`config.mk`:
```
export PLATFORM = sky130hd
export DESIGN_NAME = csr_access_ctrl_flat
export DESIGN_NICKNAME = d
export VERILOG_FILES = /design/src/rtl/csr_pkg.sv /design/src/rtl/csr_access_ctrl_if.sv /design/src/rtl/csr_alu.sv /design/src/rtl/csr_access_ctrl.sv /design/src/flat_wrapper.sv
export SDC_FILE = /design/constraint.sdc
export NUM_CORES = 1
export LEC_CHECK = 0
export CAP_MARGIN = 5
export CORE_MARGIN = 2
export CORE_UTILIZATION = 46
export DETAILED_ROUTE_END_ITERATION = 6
export PLACE_DENSITY = 0.85
export SYNTH_ARGS = -nofsm -noshare
export SYNTH_HDL_FRONTEND = slang
export SYNTH_SLANG_ARGS = --single-unit
```
`constraint.sdc`:
```
create_clock -name clk -period 8.4 [get_ports clk]
set_input_delay 1.26 -clock clk [delete_from_list [all_inputs] [get_ports clk]]
set_output_delay 1.26 -clock clk [all_outputs]
set_load 0.02 [all_outputs]
```
`src/rtl/csr_pkg.sv`:
```
// Shared definitions for the CSR access controller: Zicsr funct3 codes,
// FSM state encoding and the read-only CSR address prefix.
package csr_pkg;

    localparam logic [2:0] CSRRW  = 3'b001;
    localparam logic [2:0] CSRRS  = 3'b010;
    localparam logic [2:0] CSRRC  = 3'b011;
    localparam logic [2:0] CSRRWI = 3'b101;
    localparam logic [2:0] CSRRSI = 3'b110;
    localparam logic [2:0] CSRRCI = 3'b111;

    // addr[11:10] == 2'b11 marks a read-only CSR
    localparam logic [1:0] RO_PREFIX = 2'b11;

    typedef enum logic [1:0] {
        IDLE  = 2'd0,
        READ  = 2'd1,
        WRITE = 2'd2
    } state_t;

    function automatic logic is_read_only(input logic [1:0] prefix);
        return (prefix == RO_PREFIX);
    endfunction

endpackage

```
`src/rtl/csr_access_ctrl_if.sv`:
```
// Request, CSR-file and response signals of the CSR access controller.
// master = pipeline plus CSR file side, slave = the controller itself.
interface csr_access_ctrl_if #(
    parameter int XLEN   = 32,
    parameter int CSR_AW = 12
);
    logic              req_valid;
    logic              req_ready;
    logic [2:0]        req_funct3;
    logic [CSR_AW-1:0] req_csr_addr;
    logic [4:0]        req_rs1;
    logic [XLEN-1:0]   req_rs1_data;
    logic [4:0]        req_rd;
    logic              flush;
    logic [CSR_AW-1:0] csr_addr;
    logic [XLEN-1:0]   csr_din;
    logic              wrt_en;
    logic [XLEN-1:0]   csr_dout;
    logic              resp_valid;
    logic [4:0]        resp_rd;
    logic              resp_rd_we;
    logic [XLEN-1:0]   resp_data;
    logic              resp_illegal;

    modport master (
        output req_valid, req_funct3, req_csr_addr, req_rs1, req_rs1_data, req_rd,
        output flush, csr_dout,
        input  req_ready, csr_addr, csr_din, wrt_en,
        input  resp_valid, resp_rd, resp_rd_we, resp_data, resp_illegal
    );

    modport slave (
        input  req_valid, req_funct3, req_csr_addr, req_rs1, req_rs1_data, req_rd,
        input  flush, csr_dout,
        output req_ready, csr_addr, csr_din, wrt_en,
        output resp_valid, resp_rd, resp_rd_we, resp_data, resp_illegal
    );

endinterface

```
`src/rtl/csr_alu.sv`:
```
// Combinational new-value, write-qualify and illegal-access computation
// for a single Zicsr instruction.
module csr_alu
    import csr_pkg::*;
#(
    parameter int XLEN = 32
) (
    input  logic [2:0]      funct3,
    input  logic [4:0]      rs1,
    input  logic [XLEN-1:0] rs1_data,
    input  logic [1:0]      addr_prefix,
    input  logic [XLEN-1:0] old_val,
    output logic [XLEN-1:0] new_val,
    output logic            do_write,
    output logic            illegal
);

    logic [XLEN-1:0] src_s;

    // Operand select, operation and legality check
    always_comb begin
        src_s    = funct3[2] ? {{(XLEN-5){1'b0}}, rs1} : rs1_data;
        new_val  = old_val;
        do_write = 1'b0;
        case (funct3)
            CSRRW, CSRRWI: begin
                new_val  = src_s;
                do_write = 1'b1;
            end
            // set/clear forms skip the write on an x0/zero-immediate field, not on a zero value
            CSRRS, CSRRSI: begin
                new_val  = old_val | src_s;
                do_write = (rs1 != 5'd0);
            end
            CSRRC, CSRRCI: begin
                new_val  = old_val & ~src_s;
                do_write = (rs1 != 5'd0);
            end
            default: begin
                new_val  = old_val;
                do_write = 1'b0;
            end
        endcase
        illegal = (funct3[1:0] == 2'b00) || (do_write && is_read_only(addr_prefix));
    end

endmodule

```
`src/rtl/csr_access_ctrl.sv`:
```
// EX-stage CSR read-modify-write sequencer: IDLE -> READ -> WRITE, returning
// the old CSR value and an illegal flag on a one-cycle response pulse.
module csr_access_ctrl
    import csr_pkg::*;
#(
    parameter int XLEN   = 32,
    parameter int CSR_AW = 12
) (
    input  logic            clk,
    input  logic            reset,
    csr_access_ctrl_if.slave bus
);

    state_t            state_r;
    state_t            state_next_s;
    logic [2:0]        funct3_r;
    logic [CSR_AW-1:0] addr_r;
    logic [4:0]        rs1_r;
    logic [XLEN-1:0]   rs1_data_r;
    logic [4:0]        rd_r;
    logic [XLEN-1:0]   old_r;
    logic              accept_s;
    logic [XLEN-1:0]   new_val_s;
    logic              do_write_s;
    logic              illegal_s;

    assign bus.req_ready = (state_r == IDLE) && !reset;
    assign accept_s      = bus.req_valid && bus.req_ready && !bus.flush;

    csr_alu #(.XLEN(XLEN)) u_alu (
        .funct3      (funct3_r),
        .rs1         (rs1_r),
        .rs1_data    (rs1_data_r),
        .addr_prefix (addr_r[CSR_AW-1 -: 2]),
        .old_val     (old_r),
        .new_val     (new_val_s),
        .do_write    (do_write_s),
        .illegal     (illegal_s)
    );

    // State register
    always_ff @(posedge clk or posedge reset) begin
        if (reset) begin
            state_r <= IDLE;
        end else begin
            state_r <= state_next_s;
        end
    end

    // Next-state logic; flush returns to IDLE from anywhere
    always_comb begin
        state_next_s = state_r;
        if (bus.flush) begin
            state_next_s = IDLE;
        end else begin
            case (state_r)
                IDLE:    state_next_s = accept_s ? READ : IDLE;
                READ:    state_next_s = WRITE;
                WRITE:   state_next_s = IDLE;
                default: state_next_s = IDLE;
            endcase
        end
    end

    // Request latches, loaded on the accept edge
    always_ff @(posedge clk or posedge reset) begin
        if (reset) begin
            funct3_r   <= 3'd0;
            addr_r     <= '0;
            rs1_r      <= 5'd0;
            rs1_data_r <= '0;
            rd_r       <= 5'd0;
        end else if (accept_s) begin
            funct3_r   <= bus.req_funct3;
            addr_r     <= bus.req_csr_addr;
            rs1_r      <= bus.req_rs1;
            rs1_data_r <= bus.req_rs1_data;
            rd_r       <= bus.req_rd;
        end
    end

    // Old CSR value captured at the end of the READ cycle
    always_ff @(posedge clk or posedge reset) begin
        if (reset) begin
            old_r <= '0;
        end else if (state_r == READ) begin
            old_r <= bus.csr_dout;
        end
    end

    // CSR-file and response outputs; strobes only live in WRITE and flush kills them at once
    always_comb begin
        bus.csr_addr     = addr_r;
        bus.csr_din      = new_val_s;
        bus.resp_data    = old_r;
        bus.resp_rd      = rd_r;
        bus.wrt_en       = 1'b0;
        bus.resp_valid   = 1'b0;
        bus.resp_rd_we   = 1'b0;
        bus.resp_illegal = 1'b0;
        if (state_r == WRITE) begin
            bus.wrt_en       = do_write_s && !illegal_s && !bus.flush;
            bus.resp_valid   = !bus.flush;
            bus.resp_rd_we   = (rd_r != 5'd0) && !illegal_s;
            bus.resp_illegal = illegal_s;
        end else begin
            bus.wrt_en       = 1'b0;
            bus.resp_valid   = 1'b0;
        end
    end

endmodule

```
`src/flat_wrapper.sv`:
```
// flat-port wrapper written by rule: the top's interface ports become plain ports
module csr_access_ctrl_flat import csr_pkg::*;
#(
    parameter int XLEN   = 32,
    parameter int CSR_AW = 12
)
  (clk, reset, bus_req_valid, bus_req_funct3, bus_req_csr_addr, bus_req_rs1, bus_req_rs1_data, bus_req_rd, bus_flush, bus_csr_dout, bus_req_ready, bus_csr_addr, bus_csr_din, bus_wrt_en, bus_resp_valid, bus_resp_rd, bus_resp_rd_we, bus_resp_data, bus_resp_illegal);
  csr_access_ctrl_if #(.XLEN(XLEN), .CSR_AW(CSR_AW)) bus_i ();
  input  logic clk;
  input  logic reset;
  input wire logic [$bits(bus_i.req_valid)-1:0] bus_req_valid;
  input wire logic [$bits(bus_i.req_funct3)-1:0] bus_req_funct3;
  input wire logic [$bits(bus_i.req_csr_addr)-1:0] bus_req_csr_addr;
  input wire logic [$bits(bus_i.req_rs1)-1:0] bus_req_rs1;
  input wire logic [$bits(bus_i.req_rs1_data)-1:0] bus_req_rs1_data;
  input wire logic [$bits(bus_i.req_rd)-1:0] bus_req_rd;
  input wire logic [$bits(bus_i.flush)-1:0] bus_flush;
  input wire logic [$bits(bus_i.csr_dout)-1:0] bus_csr_dout;
  output wire logic [$bits(bus_i.req_ready)-1:0] bus_req_ready;
  output wire logic [$bits(bus_i.csr_addr)-1:0] bus_csr_addr;
  output wire logic [$bits(bus_i.csr_din)-1:0] bus_csr_din;
  output wire logic [$bits(bus_i.wrt_en)-1:0] bus_wrt_en;
  output wire logic [$bits(bus_i.resp_valid)-1:0] bus_resp_valid;
  output wire logic [$bits(bus_i.resp_rd)-1:0] bus_resp_rd;
  output wire logic [$bits(bus_i.resp_rd_we)-1:0] bus_resp_rd_we;
  output wire logic [$bits(bus_i.resp_data)-1:0] bus_resp_data;
  output wire logic [$bits(bus_i.resp_illegal)-1:0] bus_resp_illegal;
  assign bus_i.req_valid = bus_req_valid;
  assign bus_i.req_funct3 = bus_req_funct3;
  assign bus_i.req_csr_addr = bus_req_csr_addr;
  assign bus_i.req_rs1 = bus_req_rs1;
  assign bus_i.req_rs1_data = bus_req_rs1_data;
  assign bus_i.req_rd = bus_req_rd;
  assign bus_i.flush = bus_flush;
  assign bus_i.csr_dout = bus_csr_dout;
  assign bus_req_ready = bus_i.req_ready;
  assign bus_csr_addr = bus_i.csr_addr;
  assign bus_csr_din = bus_i.csr_din;
  assign bus_wrt_en = bus_i.wrt_en;
  assign bus_resp_valid = bus_i.resp_valid;
  assign bus_resp_rd = bus_i.resp_rd;
  assign bus_resp_rd_we = bus_i.resp_rd_we;
  assign bus_resp_data = bus_i.resp_data;
  assign bus_resp_illegal = bus_i.resp_illegal;
  csr_access_ctrl #(.XLEN(XLEN), .CSR_AW(CSR_AW)) u_core (.clk(clk), .reset(reset), .bus(bus_i));
endmodule
```
==> impl_metrics.py <==
metrics = {
    "floorplan": {
        "start_util": 0.471,
        "fp-row-count": 35,
        "num_io_pins": 179,
        "fp.dieW_um": 101,
        "die_h_um": 101,
        "coreArea_um2": 9150,
        "die_area_um2": 10200,
    },
    "layout": {
        "layout-drive-gt1-share": 0.233,
        "layout_common_cells": "clkdlybuf4s50_1, dfrtp_1, mux2_2",
        "layout_commonest_cell": "clkdlybuf4s50_1",
        "finalNonFillerCells": 614,
        "diodes": 0,
        "area_growth_pct": 47.3,
        "nets": 591,
    },
    "grt": {
        "grt_overflow": 0,
        "antenna_found_initial": 0,
        "grt_usage": 0.223,
        "grt_max_degree": 52,
        "grt_pass1_wl_mm": 17.5,
        "first_global_vias": 3446,
    },
    "clocking": {
        "cts_tree": "built",
        "clk_pin_slew_ns": 0.09,
        "clock_path_buffers": 2,
        "cts_root_buffer": "clkbuf_8",
        "clk_latency_ns": 0.35,
        "cts.sink_count": 91,
        "cts_setup_buffers": 0,
        "hold_buffers": 0,
        "cts_htree_levels": 3,
        "cts_buffers": 9,
        "ctsResizeCount": 0,
    },
    "critical_path": {
        "cp-end-kind": "output port",
        "startpoint_type": "flip-flop",
        "critical_path_required_ns": 7.14,
        "rrSetupSlack_ns": 6.70,
        "crit_start": "u_core.funct3_r[2]$_DFFE_PP0P_",
        "reg2reg_depth": 2,
        "path_max_fanout": 27,
        "crit_arrival_ns": 2.84,
        "critPathKind": "flip-flop to output port",
        "r2r_end": "u_core.bus.resp_data[28]$_DFFE_PP0N_",
        "setup.worst_path.end": "bus_csr_din[12]",
        "r2r_start": "u_core.state_r[1]$_DFF_PP0_",
    },
    "power_and_ir_drop": {
        "combPwrFrac": 0.442,
        "power.leakage_nw": 2.73,
        "p_sw_uw": 575,
        "internal-power_mw": 1.07,
        "clockPowerShare": 0.186,
        "ir_drop_v": 0.000138,
        "switching_share": 0.349,
        "power.density_nw_per_um2": 260,
        "p_seq_frac": 0.372,
    },
    "route": {
        "drtIter0Drc": 65,
        "dr_total_vias": 3285,
        "drc": 0,
        "antenna_left": 0,
        "viasPerCell": 5.35,
        "drt_wl_total_mm": 11.2,
        "first_pass_iters": 4,
        "wl_per_cell_um": 18.3,
    },
    "yosys": {
        "syn_inst": 325,
        "ys_seq_area_frac": 0.528,
        "syn_avg_cell_area_um2": 13.3,
        "syn_area_um2": 4310,
        "synth_cell_types": 28,
        "synth_fp_nets": 418,
        "yosysWarnings": 0,
        "synth_seq_cells": 91,
    },
    "place": {
        "globalplace.congestion": 0.754,
        "dp.cells": 598,
        "dp_hpwl_mm": 7.84,
        "io_buffers": 178,
    },
    "job": {
        "drv_cap": 0,
    },
    "sta": {
        "clock_skew_ns": 0.0150,
        "setup_viol": 0,
        "period_needed_ns": 4.10,
        "setup_tns_ns": 0,
        "final_max_slew_viol_count": 0,
        "fmax_ghz": 0.244,
        "min_period_over_period": 0.488,
        "worst_pin_slew_ns": 0.923,
        "relSlewSlack": 0.385,
        "hold_violations": 0,
        "rsz0062_at_grt": "no",
    },
    "hold_path": {
        "holdPathStages": 1,
        "hp-class": "flip-flop to flip-flop",
    },
    "outcome": {
        "status": "complete, no violations",
    },
}
==> per-stage QoR <==
| stage | util | cell area [µm²] | worst slack (ns) | hold slack [ns] | total power, mW |
|---|---|---|---|---|---|
| final | 0.694 | 6350 | 4.30 | 0.515 | 1.65 |
| after global routing | 0.694 | 6350 | 4.13 | 0.536 | 1.74 |
| after CTS | 0.694 | 6350 | 4.26 | 0.518 | 1.66 |
| after detailed placement | 0.672 | 6150 | 4.46 | 0.493 | 1.35 |
| after global placement | 0.672 | 6150 | 4.46 | 0.489 | 1.33 |
| after floorplan | - | 4310 | 4.78 | 0.479 | 1.01 |
==> worst min path at each step <==
stage,startpoint,endpoint,slack (ns)
2_1_floorplan,u_core.rs1_data_r[0]$_DFFE_PP0P_,u_core.rs1_data_r[0]$_DFFE_PP0P_,0.48
3_3_place_gp,u_core.rs1_data_r[0]$_DFFE_PP0P_,u_core.rs1_data_r[0]$_DFFE_PP0P_,0.49
3_5_place_dp,u_core.bus.csr_addr[0]$_DFFE_PP0P_,u_core.bus.csr_addr[0]$_DFFE_PP0P_,0.49
4_1_cts,u_core.bus.csr_addr[0]$_DFFE_PP0P_,u_core.bus.csr_addr[0]$_DFFE_PP0P_,0.52
5_1_grt,u_core.bus.csr_addr[5]$_DFFE_PP0P_,u_core.bus.csr_addr[5]$_DFFE_PP0P_,0.54
6_report,u_core.bus.csr_addr[0]$_DFFE_PP0P_,u_core.bus.csr_addr[0]$_DFFE_PP0P_,0.51
==> layer usage <==
layer	track usage	share of wire
met1	0.271	0.41
met2	0.393	0.52
met3	0.0617	0.061
met4	0.0485	0.0092
met5	0	0
==> sequential cells by signal, indices dropped and copies added, names as in the netlist <==
signal	flops
u_core.bus.csr_addr	12
u_core.bus.resp_data	32
u_core.bus.resp_rd	5
u_core.funct3_r	3
u_core.rs1_data_r	32
u_core.rs1_r	5
u_core.state_r	2
==> power groups by stage <==
stage          logic [mW]  clock network (mW)  registers (mW)
2_1_floorplan       0.349                   0           0.664
3_3_place_gp        0.720                   0           0.613
3_5_place_dp        0.733                   0           0.621
4_1_cts             0.736               0.315           0.612
5_1_grt             0.778               0.333           0.625
6_report            0.729               0.306           0.613
==> critical path: stages (launching register included) <==
cell             delay, ns
dfrtp_1               0.65
buf_4                 0.35
nor2_4                0.60
a22o_1                0.27
clkdlybuf4s50_1       0.62
==> synth_stat cells <==
cell type / number / area share
o311ai_2: 1 / 0.0038
nand2_1: 2 / 0.0017
mux2_4: 19 / 0.066
buf_4: 2 / 0.0035
nor3_1: 2 / 0.0023
a21oi_1: 2 / 0.0023
a22o_1: 27 / 0.055
nor3_2: 1 / 0.0023
nor4_1: 1 / 0.0015
nor2_1: 3 / 0.0026
buf_6: 4 / 0.010
or2_2: 1 / 0.0015
clkbuf_1: 8 / 0.0070
buf_2: 7 / 0.0081
nor2b_1: 27 / 0.039
mux2i_1: 5 / 0.012
and3_1: 1 / 0.0015
xnor2_2: 1 / 0.0038
dfrtp_1: 91 / 0.53
nand3b_1: 1 / 0.0017
mux2_2: 70 / 0.18
nand2b_1: 2 / 0.0029
or4b_4: 1 / 0.0032
a21boi_0: 5 / 0.0087
inv_1: 8 / 0.0070
o22ai_1: 5 / 0.0073
nor2_4: 1 / 0.0026
o21ai_0: 27 / 0.031
==> kinds of logic after synthesis <==
logic type / after synthesis / share of synthesized area
flip-flops: 91 / 0.528
multiplexers: 94 / 0.261
buffers and inverters: 29 / 0.0360
AND/OR/NAND/NOR: 43 / 0.0630
XOR/XNOR: 1 / 0.00377
AO/OA/AOI/OAI: 67 / 0.108
==> cell type report <==
| type | count | area [µm²] |
|---|---|---|
| Clock inverter | 5 | 61.3 |
| Clock buffer | 11 | 141 |
| Sequential cell | 91 | 2280 |
| Fill cell | 667 | 2800 |
| Timing Repair Buffer | 183 | 1820 |
| Multi-Input combinational cell | 205 | 1880 |
| Tap cell | 111 | 139 |
| Inverter | 8 | 31.3 |
(Power assumes the default switching activity.)
